--- src/rtl/clk_freq_meter.sv ---
// Measures period and high time of a slow, asynchronous signal in clock_in cycles,
// and flags loss of the signal when no rising edge arrives within TIMEOUT cycles.
module clk_freq_meter #(
  parameter int                   CNT_WIDTH = 32,
  parameter logic [CNT_WIDTH-1:0] TIMEOUT   = CNT_WIDTH'(200000000)
) (
  input  logic                 clock_in,
  input  logic                 reset,
  input  logic                 signal_in,
  output logic [CNT_WIDTH-1:0] period_out,
  output logic [CNT_WIDTH-1:0] high_out,
  output logic                 meas_valid,
  output logic                 timeout,
  output logic                 level_out
);

  typedef enum logic [1:0] {
    IDLE    = 2'd0,
    MEASURE = 2'd1,
    STALE   = 2'd2
  } state_e;

  localparam logic [CNT_WIDTH-1:0] TO_LAST = TIMEOUT - CNT_WIDTH'(1);
  localparam logic [CNT_WIDTH-1:0] ONE     = CNT_WIDTH'(1);

  state_e               state_q, state_d;
  logic                 s1_q, s2_q, d_q;
  logic [CNT_WIDTH-1:0] per_cnt_q, per_cnt_d;
  logic [CNT_WIDTH-1:0] hi_cnt_q, hi_cnt_d;
  logic [CNT_WIDTH-1:0] period_q, period_d;
  logic [CNT_WIDTH-1:0] high_q, high_d;
  logic                 valid_q, valid_d;
  logic                 timeout_q, timeout_d;
  logic                 rise;
  logic                 per_hit;

  // Two-flop synchronizer plus one history flop for edge detection.
  always_ff @(posedge clock_in) begin
    if (reset) begin
      s1_q <= 1'b0;
      s2_q <= 1'b0;
      d_q  <= 1'b0;
    end else begin
      s1_q <= signal_in;
      s2_q <= s1_q;
      d_q  <= s2_q;
    end
  end

  assign rise    = s2_q & ~d_q;
  assign per_hit = (per_cnt_q == TO_LAST);

  always_ff @(posedge clock_in) begin
    if (reset) begin
      state_q   <= IDLE;
      per_cnt_q <= '0;
      hi_cnt_q  <= '0;
      period_q  <= '0;
      high_q    <= '0;
      valid_q   <= 1'b0;
      timeout_q <= 1'b0;
    end else begin
      state_q   <= state_d;
      per_cnt_q <= per_cnt_d;
      hi_cnt_q  <= hi_cnt_d;
      period_q  <= period_d;
      high_q    <= high_d;
      valid_q   <= valid_d;
      timeout_q <= timeout_d;
    end
  end

  always_comb begin
    state_d   = state_q;
    per_cnt_d = per_cnt_q;
    hi_cnt_d  = hi_cnt_q;
    period_d  = period_q;
    high_d    = high_q;
    valid_d   = 1'b0;
    timeout_d = timeout_q;

    // Counters freeze in STALE, which also keeps them from ever wrapping.
    if (rise) begin
      per_cnt_d = ONE;
      hi_cnt_d  = ONE;
    end else if (state_q != STALE) begin
      per_cnt_d = per_cnt_q + ONE;
      hi_cnt_d  = hi_cnt_q + CNT_WIDTH'(s2_q);
    end

    unique case (state_q)
      IDLE: begin
        if (rise) begin
          state_d = MEASURE;
        end else if (per_hit) begin
          state_d   = STALE;
          timeout_d = 1'b1;
          period_d  = '0;
          high_d    = '0;
        end
      end
      MEASURE: begin
        if (rise) begin
          period_d = per_cnt_q;
          high_d   = hi_cnt_q;
          valid_d  = 1'b1;
        end else if (per_hit) begin
          state_d   = STALE;
          timeout_d = 1'b1;
          period_d  = '0;
          high_d    = '0;
        end
      end
      STALE: begin
        // A returning edge is only a new reference; no measurement yet.
        if (rise) begin
          state_d   = MEASURE;
          timeout_d = 1'b0;
        end
      end
      default: begin
        state_d = IDLE;
      end
    endcase
  end

  assign period_out = period_q;
  assign high_out   = high_q;
  assign meas_valid = valid_q;
  assign timeout    = timeout_q;
  assign level_out  = s2_q;

endmodule

--- config.mk ---
export PLATFORM = sky130hd
export DESIGN_NAME = clk_freq_meter
export DESIGN_NICKNAME = d
export VERILOG_FILES = /design/src/rtl/clk_freq_meter.sv
export SDC_FILE = /design/constraint.sdc
export NUM_CORES = 1
export LEC_CHECK = 0
export ABC_CLOCK_PERIOD_IN_PS = 3900
export CORE_MARGIN = 3
export CORE_UTILIZATION = 58
export CTS_CLUSTER_SIZE = 28
export DETAILED_ROUTE_END_ITERATION = 8
export HOLD_SLACK_MARGIN = 0.08
export PLACE_DENSITY_LB_ADDON = 0.3
export SYNTH_ARGS = -nofsm -noshare
export SYNTH_HDL_FRONTEND = slang
export SYNTH_SLANG_ARGS = --single-unit
--- constraint.sdc ---
create_clock -name clock_in -period 3.9 [get_ports clock_in]
set_input_delay 1.17 -clock clock_in [delete_from_list [all_inputs] [get_ports clock_in]]
set_output_delay 1.17 -clock clock_in [all_outputs]
set_load 0.1 [all_outputs]
=== Yosys cells after proc, flatten, opt, wreduce, memory -nomap -nowiden ===
Index checks and enable logic that the tools add are counted.

* Register bits: 135
* Bits of input ports: 3
* Output and inout bits: 67
* Logic and storage cells: 58

* $add $sub $neg: 2
* Equality and inequality tests: 9
* Multiplexer cells: 22
* Bitwise logic cells: 3
* Reductions and logical operators: 10

{| class="wikitable"
|+ Operators with widths
! kind !! count
|-
| 32-bit 2-to-1 mux || 6
|-
| 32-bit one-hot mux with 2 select lines || 2
|-
| 32-bit by 1-bit adder with 32-bit output || 1
|-
| 32-bit by 1-bit adder with 32-bit output (second input constant) || 1
|-
| 32-bit by 28-bit == test with 1-bit output (second input constant) || 1
|-
| 2-bit != test (second input constant) || 5
|-
| 1-bit 2-to-1 mux || 8
|-
| 2-bit 2-to-1 mux || 4
|-
| 2-bit one-hot mux with 3 select lines || 1
|-
| 2-bit nonzero test || 3
|-
| 2-bit OR reduction || 3
|-
| 2-bit AND reduction || 2
|-
| 4-bit AND reduction || 1
|-
| 2-bit by 1-bit == test with 1-bit output (second input constant) || 1
|-
| 2-bit == test (second input constant) || 1
|-
| 2-bit zero test || 1
|-
| 2-bit by 1-bit != test with 1-bit output (second input constant) || 1
|-
| 1-bit NOT || 2
|-
| 1-bit one-hot mux with 2 select lines || 1
|-
| 1-bit AND || 1
|}

=== Logic depth before layout (Yosys ltp) ===
* Word-level depth: 4
* Gate-level depth with buffers: 8
* Mapped depth without buffers: 7

=== Worst setup path after synthesis ===
Ideal clock, no wire load.

* Path type: flip-flop to flip-flop
* Start: reg s2_q, in the netlist level_out
* End: reg hi_cnt_q[22]
* Library setup time: 128 ps
* Data arrival time: 2445 ps
* Data required time: 3772 ps
* Slack: 1327 ps
* Stages on the path, launching flop included: 9
* Clock period less this slack: 2573 ps
* Cell sequence: dfxtp_1 ha_1 ha_1 nand3_1 or3_1 clkbuf_1 nor4_1 xnor2_1 nor2_1

* Word-level cells in the longest chain between the ends: 2

{| class="wikitable"
|+ Ends and longest elaborated chain
! item !! line !! source
|-
| start, declared || 27 || <nowiki>logic s1_q, s2_q, d_q;</nowiki>
|-
| start signal, assigned || 45 || <nowiki>s2_q <= s1_q;</nowiki>
|-
| branches (longest 2 deep; another with 32-bit by 1-bit adder with 32-bit output) || n/a ||
|-
| end signal, assigned || 65 || <nowiki>hi_cnt_q <= hi_cnt_d;</nowiki>
|-
| end, declared || 29 || <nowiki>logic [CNT_WIDTH-1:0] hi_cnt_q, hi_cnt_d;</nowiki>
|}

Parallel ways; which one is timed is not known.
A chain may end at the register's enable or synchronous reset.

=== Final worst setup path ===
* Start: reg period_q[29], in the netlist period_out[29]
* End: out period_out[29]

{| class="wikitable"
|+ RTL lines
! item !! line !! source
|-
| start, declared || 30 || <nowiki>logic [CNT_WIDTH-1:0] period_q, period_d;</nowiki>
|-
| start signal, assigned || 66 || <nowiki>period_q <= period_d;</nowiki>
|-
| end, declared || 10 || <nowiki>output logic [CNT_WIDTH-1:0] period_out,</nowiki>
|}

No word-level cell between the ends.

==> results.txt <==
Setup Fix Bufs, Post-CTS: 0
Antenna-violating nets left: 0
Clk sink count: 135
Slew headroom: 29.57%
DRC: 0
Ant. Diodes: 0
Drt wl/cell: 16.86 µm
Sequential cell area: 0.002703 mm²
CTS tree: yes
Routed via count: 4,244
Cts repair resizes: 0
Family with the most delay on the worst path: buffers and inverters
Multi-input gate area in the final layout: 0.002361 mm²
Final period demand of the worst path: 3.209 ns
Clock buffer count from CTS: 17
Setup TNS: 0 ns
Placed inst area: 0.005858 mm²
Synthesized flop and latch total: 135
Fillers: 552
Syn_nets: 534
Cell Pwr Density: 475.6 mW/mm²
GPL Wtd Cong: 0.8473
P_leak: 2.286 nW
Slew Viols, Final: 0
Root buffer cell: clkbuf_8
Routed WL: 11.95 mm
Clock latency on the worst-skew pair: 0.52 ns
I/O Buffers: 69
Post-synth top area share: 52.20%
Synth unique cells: 34
Worst-path maximum fanout: 2
Final setup vio count: 0
Nets: 597
Ratio of cells with drive above 1 in the final layout: 14.24%
Initial Utilization: 61.47%
Final Instance Area: 0.006470 mm²
First-pass GRT wire length: 19.97 mm
Max rail drop VDD: 0.0004484 V
I/O pins: 70
CP Capture Type: output port
# hold bufs at CTS: 0
Slowest CP cell: clkdlybuf4s50_1
Fmax: 311.7 MHz
Initial antenna violation count: 0
H-tree Lvls: 4
Vias in the first global route: 4,070
Least-Margin Pin Slew: 1.054 ns
Finished Layout Cells: 709
Placed Cells: 677
HP Class: reg2reg
Max Cap Violations: 0
Synth Area per Inst: 9.806 µm²
Post-synthesis sequential area ratio: 52.20%
Power, Total: 3.077 mW
Final Hold Viols: 0
DIE WIDTH: 100.5 µm
Synth warn: 0
Commonest non-fill, non-tap cell in the layout: dfxtp_1
Max incr delay on CP: 1.15 ns
Buf/Inv on CP: 1
Cells after Synth: 528
Core area: 0.008423 mm²
Status: complete, no violations
Largest net degree at the start of global routing: 49
Top cells by area in the synthesized netlist: dfxtp_1 52%, a22o_1 11%, xnor2_1 5.9%, nor2_1 4.6%, xor2_1 3.2%
CP Launch Type: flip-flop
DP Wirelength: 7.785 mm
Longest Clk Path Bufs: 2
Reg clk slew, reported paths: 0.06 ns
Die area: 0.01010 mm²
Initial DRC Count: 222
Post-Syn Area: 0.005177 mm²
Layout area overhead: 24.96%
Overall routing resource usage: 24.59%
Critical Path RT: 2.73 ns
Unrepaired setup endpoints after global routing: no
Die height: 100.5 µm
Cell taking the most area after synthesis: dfxtp_1
Vias/cell: 5.986
DRT Pass-1 Iters: 5
CP cell instances: clkdlybuf4s50_1
Row count: 33
Global route overflow: 0
Tcrit/Tclk final: 82.27%
Arr. time, crit path: 2.04 ns
Most frequent cells in the layout: 135 x dfxtp_1, 64 x a22o_1, 62 x nor2_1
Critical path type: reg2out
Clock skew: 0.006568 ns
-- layer usage --
metal | up-vias | GRT usage, % | routed length [µm]
met2 | 137 | 38.33 | 5605
met5 | - | 0 | 0
met1 | 2052 | 33.60 | 5525
met4 | 0 | 8.705 | 144
met3 | 18 | 5.744 | 675
li1 | 2037 | - | -
-- where the power goes --
group          internal (mW)  leakage, nW  switching (mW)
Combinational         0.0144        0.913          0.0393
Sequential              1.38         1.09         0.00590
Clock                   1.02        0.285           0.617
-- registers in the layout, summed over array words and instances (netlist names) --
register and flops:
d_q 1, meas_valid 1, s1_q 1, period_out 32, level_out 1, per_cnt_q 32, high_out 32, hi_cnt_q 32
timeout 1, state_q 2
-- synthesized netlist by cell type, drive strengths merged --
cell type,count
a21oi,11
inv,4
xor2,19
and2,3
nand4b,2
dfxtp,135
nand2,34
a22o,64
and4,7
a31oi,1
nor2,63
a221oi,1
o22ai,1
nor4b,3
nand4,17
clkbuf,22
nand3,24
or3,9
or4,3
ha,3
nor3,14
nor4bb,1
xnor2,35
o21ai,8
nand2b,4
or2,1
buf,8
nor2b,6
nor4,23
and3,2
-- cell families (layout without fill, tap and decap cells) --
logic type               Yosys count  count (layout)  synth area share [%]
AO/OA/AOI/OAI                     86              86                 13.19
XOR/XNOR                          54              54                 9.135
adder cells (fa/ha/maj)            3               3                0.7251
buffers and inverters             34             110                 2.610
flip-flops                       135             135                 52.20
AND/OR/NAND/NOR                  216             216                 22.14
-- worst paths after layout --
| kind | startpoint | slack, ns | to | cells after the start |
|---|---|---|---|---|
| setup reg to reg | per_cnt_q[0] | 1.48 | period_out[24] | 7 |
| setup / recovery | period_out[29] | 0.69 | period_out[29] | 1 |
| hold / removal | s1_q | 0.44 | level_out | 1 |
| hold reg to reg | s1_q | 0.44 | level_out | 1 |
-- through the flow --
step	setup WS [ns]	util [%]	hold slack (ns)
CTS	0.6827	76.81	0.4379
finish	0.6914	76.81	0.4415
global placement	0.8174	69.55	0.4286
global route	0.6554	76.81	0.4630
floorplan	1.327	-	0.4138
detailed placement	0.7675	69.55	0.4239
-- final cells by class --
cell class	count	area share [%]
clock buffer	19	6.827
sequential	135	41.77
multi-input combinational	359	36.49
tap	105	2.031
timing repair buffer	74	10.02
inverter	4	0.2321
clock inverter	13	2.630
No activity file was read; power rests on OpenSTA's default activity.
